## config.mk

```make
export PLATFORM = sky130hd
export DESIGN_NAME = bram_port_arbiter
export DESIGN_NICKNAME = d
export VERILOG_FILES = /design/src/rtl/bram_arb_pkg.sv /design/src/rtl/bram_rd_tracker.sv /design/src/rtl/bram_port_arbiter.sv
export SDC_FILE = /design/constraint.sdc
export NUM_CORES = 1
export LEC_CHECK = 0
export BUFFER_PORTS_ARGS = -buffer_cell sky130_fd_sc_hd__buf_2
export CAP_MARGIN = 25
export CORE_AREA = 3 3 87 89
export CTS_CLUSTER_SIZE = 40
export DETAILED_ROUTE_END_ITERATION = 10
export DIE_AREA = 0 0 90 92
export PLACE_DENSITY = 0.69
export SLEW_MARGIN = 20
export SYNTH_ARGS = -nofsm -noshare
export SYNTH_HDL_FRONTEND = slang
export SYNTH_SLANG_ARGS = --single-unit
export TNS_END_PERCENT = 10
```

## constraint.sdc

```tcl
create_clock -name clk -period 2 [get_ports clk]
set_input_delay 0.2 -clock clk [delete_from_list [all_inputs] [get_ports clk]]
set_output_delay 0.2 -clock clk [all_outputs]
set_load 0.01 [all_outputs]
```

## src/rtl/bram_arb_pkg.sv

```systemverilog
// Shared types and constants for the two-port BRAM arbiter.
package bram_arb_pkg;

  localparam int unsigned NUM_PORTS      = 2;
  localparam int unsigned ARB_DATA_WIDTH = 32;
  localparam int unsigned ARB_ADDR_WIDTH = 15;

  typedef struct packed {
    logic [ARB_DATA_WIDTH/8-1:0] we;
    logic [ARB_ADDR_WIDTH-1:0]   addr;
    logic [ARB_DATA_WIDTH-1:0]   wdata;
  } bram_req_t;

  typedef struct packed {
    logic valid;
    logic owner;
  } rd_tag_t;

endpackage

```

## src/rtl/bram_rd_tracker.sv

```systemverilog
// Delays an accepted-read tag by READ_LATENCY cycles and turns it into a
// per-port read-valid strobe aligned with bram_dout.
module bram_rd_tracker
  import bram_arb_pkg::*;
#(
  parameter int unsigned READ_LATENCY = 1
) (
  input  logic                 clk,
  input  logic                 rst,
  input  logic                 push,
  input  logic                 push_owner,
  output logic [NUM_PORTS-1:0] rvalid
);

  rd_tag_t pipe [READ_LATENCY];
  rd_tag_t tail;

  always_ff @(posedge clk) begin
    if (!rst) begin
      for (int unsigned i = 0; i < READ_LATENCY; i++) begin
        pipe[i] <= '0;
      end
    end else begin
      pipe[0] <= '{valid: push, owner: push_owner};
      for (int unsigned i = 1; i < READ_LATENCY; i++) begin
        pipe[i] <= pipe[i-1];
      end
    end
  end

  assign tail = pipe[READ_LATENCY-1];

  always_comb begin
    rvalid = '0;
    if (rst && tail.valid) begin
      rvalid[tail.owner] = 1'b1;
    end
  end

endmodule

```

## src/rtl/bram_port_arbiter.sv

```systemverilog
// Two-port arbiter in front of a single-port BRAM: round-robin with bounded
// bursts, combinational grant, and read-data return to the issuing port.
module bram_port_arbiter
  import bram_arb_pkg::*;
#(
  parameter int unsigned DATA_WIDTH   = 32,
  parameter int unsigned ADDR_WIDTH   = 15,
  parameter int unsigned READ_LATENCY = 1,
  parameter int unsigned MAX_BURST    = 8
) (
  input  logic                                   clk,
  input  logic                                   rst,
  input  logic [NUM_PORTS-1:0]                   req_i,
  input  logic [NUM_PORTS-1:0][DATA_WIDTH/8-1:0] we_i,
  input  logic [NUM_PORTS-1:0][ADDR_WIDTH-1:0]   addr_i,
  input  logic [NUM_PORTS-1:0][DATA_WIDTH-1:0]   wdata_i,
  output logic [NUM_PORTS-1:0]                   gnt_o,
  output logic [NUM_PORTS-1:0]                   rvalid_o,
  output logic [DATA_WIDTH-1:0]                  rdata_o,
  output logic                                   bram_en,
  output logic [DATA_WIDTH/8-1:0]                bram_we,
  output logic [ADDR_WIDTH-1:0]                  bram_addr,
  output logic [DATA_WIDTH-1:0]                  bram_din,
  input  logic [DATA_WIDTH-1:0]                  bram_dout,
  output logic                                   bram_reset
);

  localparam int unsigned CW = $clog2(MAX_BURST + 1);
  localparam logic [CW-1:0] BURST_MAX = CW'(MAX_BURST);
  localparam logic [CW-1:0] BURST_ONE = CW'(1);

  logic          last_grant;
  logic [CW-1:0] burst_cnt;
  logic          burst_open;
  logic          winner;
  logic          rr_switch;
  logic          accept;
  logic          is_read;

  // A contended port only keeps the grant if it was already streaming
  // (solo or extended) when the other port showed up; once a round-robin
  // hand-over has happened the ports alternate strictly.
  always_comb begin
    winner    = 1'b0;
    rr_switch = 1'b0;
    unique case (req_i)
      2'b01: winner = 1'b0;
      2'b10: winner = 1'b1;
      2'b11: begin
        if (burst_open && (burst_cnt < BURST_MAX)) begin
          winner = last_grant;
        end else begin
          winner    = ~last_grant;
          rr_switch = 1'b1;
        end
      end
      default: winner = 1'b0;
    endcase

    accept = rst && (|req_i);
    gnt_o  = '0;
    if (accept) begin
      gnt_o[winner] = 1'b1;
    end
    is_read = accept && (we_i[winner] == '0);
  end

  always_comb begin
    bram_en   = accept;
    bram_we   = accept ? we_i[winner] : '0;
    bram_addr = addr_i[winner];
    bram_din  = wdata_i[winner];
  end

  assign bram_reset = ~rst;
  assign rdata_o    = bram_dout;

  always_ff @(posedge clk) begin
    if (!rst) begin
      last_grant <= 1'b1;
      burst_cnt  <= '0;
      burst_open <= 1'b0;
    end else if (accept) begin
      last_grant <= winner;
      burst_open <= ~rr_switch;
      if (winner == last_grant) begin
        if (burst_cnt != BURST_MAX) begin
          burst_cnt <= burst_cnt + BURST_ONE;
        end
      end else begin
        burst_cnt <= BURST_ONE;
      end
    end
  end

  bram_rd_tracker #(
    .READ_LATENCY (READ_LATENCY)
  ) u_rd_tracker (
    .clk        (clk),
    .rst        (rst),
    .push       (is_read),
    .push_owner (winner),
    .rvalid     (rvalid_o)
  );

endmodule
```

==> results of run 1 <==
[worst max-delay path by stage]
stage                             from            end  slack [ns]  cells after the start
after global placement    burst_cnt[3]   bram_din[23]        0.08                      6
after global routing      burst_cnt[3]   bram_din[12]       -0.05                      6
final                     burst_cnt[3]   bram_din[16]        0.01                      6
after CTS                 burst_cnt[3]   bram_din[18]       -0.04                      6
after floorplan             last_grant  bram_addr[10]        0.30                      6
after detailed placement  burst_cnt[3]   bram_din[18]        0.02                      6
[worst max-delay path: stages, from the launching register on]
cell and delay, ns:
sky130_fd_sc_hd__dfxtp_4 0.35, sky130_fd_sc_hd__nor2b_4 0.14, sky130_fd_sc_hd__xnor2_2 0.14, sky130_fd_sc_hd__a21o_4 0.28, sky130_fd_sc_hd__clkbuf_16 0.20, sky130_fd_sc_hd__mux2_4 0.32
sky130_fd_sc_hd__buf_6 0.13
[cell type report]
class,count,area [um2]
clock buffers,3,41.3
fillers,683,4080
inverters,10,37.5
multi-input cells,102,1080
flip-flops and latches,8,169
well taps,96,120
repair buffers,179,1300
[repair_timing]
action                     CTS  global route
setup buffers                1             7
resized for setup            7            61
cloned                       0             6
setup endpoints to repair   47            47
pin swaps                    1             2
[stage by stage]
step           setup TNS (ns)  hold WS [ns]   util
2_1_floorplan               0         0.387      -
3_3_place_gp                0         0.400  0.321
3_5_place_dp                0         0.400  0.321
4_1_cts                -0.224         0.276  0.331
5_1_grt                -0.953         0.301  0.403
6_report                    0         0.282  0.403
[cell usage in the layout (no fill, tap or decap), types with 2 or more instances in the layout]
master and instances:
sky130_fd_sc_hd__dfxtp_1 5, sky130_fd_sc_hd__nand2b_1 2, sky130_fd_sc_hd__mux2i_1 2, sky130_fd_sc_hd__clkbuf_16 4, sky130_fd_sc_hd__nand2_1 11, sky130_fd_sc_hd__buf_6 43
sky130_fd_sc_hd__a31oi_1 2, sky130_fd_sc_hd__buf_2 121, sky130_fd_sc_hd__clkbuf_8 3, sky130_fd_sc_hd__and2_1 2, sky130_fd_sc_hd__nor4_1 2, sky130_fd_sc_hd__nor2_1 5
sky130_fd_sc_hd__dfxtp_4 2, sky130_fd_sc_hd__o211ai_1 2, sky130_fd_sc_hd__a211oi_1 2, sky130_fd_sc_hd__buf_12 2, sky130_fd_sc_hd__nand3_1 2, sky130_fd_sc_hd__buf_4 9
sky130_fd_sc_hd__mux2_4 47, sky130_fd_sc_hd__o31ai_1 4, sky130_fd_sc_hd__ha_1 2, sky130_fd_sc_hd__inv_1 9, sky130_fd_sc_hd__o2111ai_1 4
[routing by layer]
metal	wire length, um	up-vias	global-route usage
li1	-	828	-
met1	2570	785	0.143
met2	3670	113	0.237
met3	544	24	0.0451
met4	153	2	0.0523
met5	20	-	0
[power by group through the flow]
stage	Sequential (mW)	Combinational (mW)	Clock [mW]
after floorplan	0.185	0.412	0
after global placement	0.187	0.576	0
after detailed placement	0.188	0.584	0
after CTS	0.186	0.598	0.198
after global routing	0.185	0.854	0.210
final	0.184	0.804	0.195
[state kept, by name, summed over array words and instances (netlist names)]
name               flops
u_rd_tracker.pipe      2
burst_open             1
burst_cnt              4
last_grant             1
[cell families (layout without fill, tap and decap cells)]
| family | count (synthesis) | count (layout) | share of synthesized area |
|---|---|---|---|
| flip-flops | 8 | 8 | 0.105 |
| adder cells (fa/ha/maj) | 2 | 2 | 0.0164 |
| XOR/XNOR | 1 | 1 | 0.0107 |
| AO/OA/AOI/OAI | 20 | 20 | 0.102 |
| multiplexers | 49 | 49 | 0.434 |
| AND/OR/NAND/NOR | 30 | 30 | 0.102 |
| buffers and inverters | 51 | 192 | 0.230 |
==> results.md, run 1 <==
- At the pin with the least slew margin, the transition time is 0.499 ns.
- The combinational share of power is 0.680.
- The endpoint identified for the worst register-to-register timing path is u_rd_tracker.pipe[0][1].
- The number of hold-slack violations in the final timing report came to 0.
- The biggest area contributor in the post-synthesis netlist is sky130_fd_sc_hd__mux2_4.
- The number of port buffers is 162.
- In the post-synthesis netlist, the cell with the most instances is sky130_fd_sc_hd__buf_4.
- Hold repair after CTS inserted 0 buffers.
- Once detail routing completed, the nets flagged for antenna violations numbered 0.
- The relative area change from synthesis to final layout is 80.5%.
- The gate count after technology mapping is 161.
- 227 I/O pins were placed.
- Measured against its own limit, the worst slew margin works out to 0.664.
- STA classifies the critical path endpoint as an output port.
- The clock-pin slew on the worst setup and hold paths is 0.04 ns.
- Counting instances in the post-synthesis netlist gives the leading cell types as 32 x sky130_fd_sc_hd__buf_4, 30 x sky130_fd_sc_hd__mux2_4, 16 x sky130_fd_sc_hd__mux2_2, 11 x sky130_fd_sc_hd__nand2_1, 10 x sky130_fd_sc_hd__inv_1.
- The final instance count without filler cells is 398.
- The total net switching power is 0.388 mW.
- The sink count of the clock tree is 8.
- The leakage dissipation is 1.53 nW.
- The top-area cell type share of the netlist area is 0.296.
- The first global-routing pass estimated 8780 um of wire.
- The repair_antennas step left the layout with diodes totalling 0.
- Averaged over all synthesized cells, the footprint is 9.47 um2.
- The site row count is 30.
- The x dimension of the die is 90 um.
- The y dimension of the die is 92 um.
- The maximum count of clock buffers along a single path is 2.
- The library cell used as clock root buffer is sky130_fd_sc_hd__clkbuf_8.
- The worst hold path terminates at burst_open.
- The sequential share of power is 0.156.
- The area of the placeable core is 0.00683 mm2.
- The share of synthesized area occupied by flip-flops and latches is 0.105.
- The clock tree from TritonCTS is built.
- Setup slack on the critical path of the routed design comes to 0.0149 ns.
- The first-pass iteration count of the detailed router is 4.
- The worst hold path begins at req_i[1].
- The total count of max-transition violations in the final report was 0.
- The flow ran to the end, and the final reports show no timing, DRC or antenna violations.
- Dividing the detail-routed via count by the number of cells gives 4.40.
- By area the synthesized netlist is led by sky130_fd_sc_hd__mux2_4 30%, sky130_fd_sc_hd__buf_4 16%, sky130_fd_sc_hd__mux2_2 12%.
- Derived from the worst setup path, the maximum achievable clock frequency is 0.504 GHz.
- Once layout is done, the placed cells without fillers occupy 0.00275 mm2.
- The total number of yosys warnings is 0.
- For this run, design rule violations remaining after detail routing come to 0.
- After the last flow step, the layout net total stands at 444.
- Clock tree synthesis inserted a total of 3 buffers.
- The via count of the routed design is 1752.
- The power per cell area is 430 mW/mm2.
- The share of total power dissipated in the clock network is 0.165.
- The number of max-capacitance violations reported is 0.
- STA puts the critical path data arrival time at 1.79 ns.
- The switching portion of total power is 0.328.
- For the worst setup path, the data required time is 1.80 ns.
- The number of antenna violations at the first check in global routing is 1.
- The post-synthesis net count is 301.
- The worst setup path is launched from a register.
- The first routing iteration left 43 violations.
- In this run the number of H-tree levels came out at 1.
- The period utilization is 0.993.
- The number of distinct library cells after synthesis is 35.
- Summed over all nets, the half-perimeter wirelength after detailed placement is 5150 um.
- The proportion of layout cells with a drive suffix above 1 is 0.788.
- In this run, synthesis produced a sequential element count of 8.
- The worst setup timing slack at the placement stage is 0.0250 ns.
- The top flip-flop cell by instance count after synthesis is sky130_fd_sc_hd__dfxtp_1.
- The cell area that synthesis handed to floorplanning was 0.00152 mm2.
- Setup violations remaining at the end of the flow were counted as 0.
- The setup skew after layout is 0.00333 ns.
- The depth of the most critical reg-to-reg path is 6.
- The final weighted congestion in routability-driven placement is 0.789.
- The overall routed net length is 6960 um.
- The worst hold path was traced through 2 stages.
- The startpoint of the worst-slack reg-to-reg timing path is burst_open.
- After detailed placement, the total cell area comes to 0.00219 mm2.
- The initial core utilization is 0.223.
- The setup path with the least slack is of type register to output port.
- The floorplan step defined a die boundary enclosing 0.00828 mm2.
- The later pin in the worst-skew pair is clocked with a latency of 0.23 ns.
- The routed design could run at a clock period as short as 1.99 ns.
- The internal cell power is 0.795 mW.
- Dividing the detail-routed wire length by the instance count gives 17.5 um.
- The number of enable flip-flop cells after synthesis is 0.
- The total congestion overflow is 0.
- The number of cells after detailed placement is 381.
- The share of synthesized flip-flops with an asynchronous set or reset is 0.
- Along the worst path, the maximum fanout reaches 8.
- Entering global routing, the biggest net connects 33 pins.
- Total power for the finished layout comes to 1.18 mW.
- Setup repair after global routing could not meet its margin everywhere.
- The worst hold path belongs to the class input pin to register.
- The via count of the first global-routing pass is 1656.
- The setup slack on the worst flop-to-flop path is 0.49 ns.
- Across the VDD grid, the largest voltage drop is 0.210 mV.
- The aggregate global-route resource usage is 0.132.
Power figures use the tool's default switching activity.
==> run 2: changes to the inputs <==
--- a/config.mk
+++ b/config.mk
@@ -12,6 +12,8 @@
 export DETAILED_ROUTE_END_ITERATION = 10
 export DIE_AREA = 0 0 90 92
 export PLACE_DENSITY = 0.69
+export RECOVER_POWER = 50
+export REMOVE_ABC_BUFFERS = 1
 export SLEW_MARGIN = 20
 export SYNTH_ARGS = -nofsm -noshare
 export SYNTH_HDL_FRONTEND = slang
==> run 2 against run 1 <==
Net effect:
- clock skew is 0.0028 ns lower
- worst setup slack better by 0.025 ns
- die area stayed put
- non-clock buffer count is 6 lower
- core utilization is 2.9 points lower
- total power is 7.4% lower
- hold slack worse by 0.011 ns
- count of clock-buffer cells in the layout stayed put
- global-route usage is 0.14 points lower
- register-to-register slack better by 0.16 ns
- first-iteration DRC count is 58% higher
- combinational power is 11% lower
- largest cell class unchanged
==> results.md, run 2 (synthesis results as in run 1) <==
- In the final layout, the registers with the most flip-flops are burst_cnt x4, u_rd_tracker.pipe x2.
- The area of the die is 0.00828 mm2.
- The maximum clock frequency is 0.510 GHz.
- TritonCTS built the clock tree.
- The worst setup path is captured at an output port.
- The number of remaining DRC errors is 0.
- The final route contains 1733 vias.
- The power per cell area is 429 mW/mm2.
- The number of antenna violations at the first check in global routing is 0.
- Of the total power, the share spent switching nets is 0.328.
- Along the worst path, the maximum fanout reaches 8.
- The launch point of the worst hold path is req_i[1].
- During I/O placement, the number of pins put on the boundary was 227.
- The y dimension of the die is 92 um.
- The normalized max-slew margin is 0.758.
- Once placement completed, the tool counted placed cells totaling 383.
- The via count of the first global-routing pass is 1735.
- The DRC marker count from the first detailed-route iteration is 68.
- The total count of max-transition violations in the final report came to 0.
- At the pin with the least slew margin, the transition time is 0.360 ns.
- Entering global routing, the biggest net connects 33 pins.
- Of the total power, registers draw 0.170.
- Data on the critical path arrives at its endpoint at 1.76 ns.
- By startpoint and endpoint, the worst setup path is classified as register to output port.
- The end-of-flow core utilization is 0.374.
- Max-cap violations in this run came to 0.
- Among cell families on the critical path, the largest total delay comes from buffers and inverters.
- The share of total power dissipated in the clock network is 0.180.
- The remaining antenna violation count after routing is 0.
- The final instance count without filler cells is 393.
- For the final database, setup skew stands at 0.000562 ns.
- The routed design could run at a clock period as short as 1.96 ns.
- The accumulated negative setup slack is 0 ns.
- The buffering stage count on the worst path with inverters included is 2.
- Using the TritonRoute via totals, the vias-per-cell ratio works out to 4.41.
- The depth of the most critical reg-to-reg path is 6.
- The share of total power dissipated in combinational logic is 0.650.
- The most flop-heavy register is burst_cnt.
- The total congestion overflow is 0.
- Setup repair after global routing could not meet its margin everywhere.
- The top cell types in the final layout, fill and taps aside, are 132 x sky130_fd_sc_hd__buf_2, 32 x sky130_fd_sc_hd__mux2_4, 31 x sky130_fd_sc_hd__buf_6.
- The total setup violations reported at the end of the flow is 0.
- Of the cells placed in the final design, the portion with a size suffix greater than 1 is 0.781.
- The relative area change from synthesis to final layout is 67.7%.
- The x dimension of the die is 90 um.
- Across all register-to-register paths, the minimum setup slack is 0.65 ns.
- The number of hold-slack violations in the final timing report is 0.
- TritonCTS created 3 clock buffers.
- The library cell used most frequently in the layout, excluding fill and tap cells, is sky130_fd_sc_hd__buf_2.
- The area of the placeable core is 0.00683 mm2.
- The maximum count of clock buffers along a single path is 2.
- The library cell used as clock root buffer is sky130_fd_sc_hd__clkbuf_8.
- The worst hold path belongs to the class input pin to register.
- The clock-pin slew on the worst setup and hold paths is 0.04 ns.
- The internal portion of the total power is 0.736 mW.
- The startpoint of the worst-slack reg-to-reg timing path is burst_cnt[0].
- Wires add up to 6580 um.
- The count of buffers added on input and output ports is 162.
- The final weighted congestion in routability-driven placement is 0.795.
- Summed over all nets, the half-perimeter wirelength after detailed placement is 5160 um.
- The endpoint identified for the worst register-to-register timing path is burst_cnt[0].
- The leakage dissipation is 1.40 nW.
- The first detailed-routing pass ran for 4 iterations.
- Among all stages on the critical path, the largest delay is contributed by sky130_fd_sc_hd__dfxtp_2.
- Row generation in the floorplan step produced 30 rows.
- The flow ran to the end, and the final reports show no timing, DRC or antenna violations.
- The final layout contains 439 nets.
- The signal on the critical path passes through nor2b_4 -> xnor2_4 -> a21o_4 -> buf_6 -> mux2_4 -> buf_2.
- In this run the power spent charging and discharging nets is 0.360 mW.
- For the worst-skew pair, the clock arrives at the later sink with an insertion delay of 0.23 ns.
- The initial utilization of the core area, before any placement, comes to 0.223.
- The data required time of the critical path is 1.80 ns.
- The peak supply drop is 0.150 mV.
- The kind of start point of the critical path is a register.
- The tightest hold margin is 0.272 ns.
- For this run, the total global-route usage over all layers was measured as 0.131.
- The register with the most flip-flops in the layout has 4 of them.
- The antenna diode count is 0.
- In the final routed layout, each cell accounts on average for 16.7 um.
- The worst-case hold path end point is burst_open.
- The filler cells instantiated in the layout total 705.
- The clock drives 8 sinks.
- The global-route wire length before repair is 8690 um.
- The number of cells on the worst hold path is 2.
- The largest incremental delay on the critical path is 0.32 ns.
- Of the available clock period, the critical path in the final layout requires 0.980.
- The CTS H-tree depth is 1.
-- run 2: cell types whose count changed in the layout (fill, tap and decap cells not counted), sizes merged --
cell    before  now
a21o         1    2
buf        175  171
clkbuf       7    5
-- run 2: per-layer routing --
metal  wire length (um)  GRT usage  up-vias
met5                  0     0.0385        -
met4                 57     0.0344        0
met3                770     0.0664        5
met2               3260      0.206      122
met1               2490      0.155      784
li1                   -          -      822
-- run 2: repair_timing --
item,in CTS,in global routing
setup buffers,1,2
hold buffers,0,0
resized for setup,5,35
pin swaps,2,2
endpoints found under the setup margin,47,46
cloned,0,4
hold endpoints to repair,0,0
-- run 2: power by group through the flow --
stage / clock, mW / combinational [mW] / sequential (mW)
after floorplan: 0 / 0.329 / 0.185
after global placement: 0 / 0.560 / 0.187
after detailed placement: 0 / 0.569 / 0.188
after CTS: 0.200 / 0.583 / 0.186
after global routing: 0.214 / 0.764 / 0.188
final: 0.197 / 0.713 / 0.186
-- run 2: stage by stage --
stage	area [um2]	worst slack, ns	power (mW)
CTS	2260	-0.0187	0.968
global route	2550	-0.0465	1.17
detailed placement	2190	-0.00339	0.757
floorplan	1210	-0.913	0.514
finish	2550	0.0402	1.10
global placement	2190	0.0706	0.747
-- run 2: final cells by class --
| cell class | instances | area (um2) | area share |
|---|---|---|---|
| flip-flops and latches | 8 | 163 | 0.0637 |
| clock buffers | 3 | 41.3 | 0.0162 |
| inverters | 10 | 37.5 | 0.0147 |
| multi-input cells | 103 | 1050 | 0.410 |
| well taps | 96 | 120 | 0.0470 |
| repair buffers | 173 | 1140 | 0.448 |
-- run 2: worst max-delay path by stage --
| stage | from | endpoint | slack (ns) | cells past startpoint |
|---|---|---|---|---|
| global route | burst_open | bram_din[18] | -0.05 | 6 |
| floorplan | last_grant | bram_addr[0] | -0.91 | 4 |
| CTS | burst_open | bram_din[24] | -0.02 | 6 |
| finish | burst_open | bram_addr[11] | 0.04 | 6 |
| detailed placement | last_grant | bram_din[4] | -0.003 | 6 |
| global placement | last_grant | bram_din[14] | 0.07 | 6 |
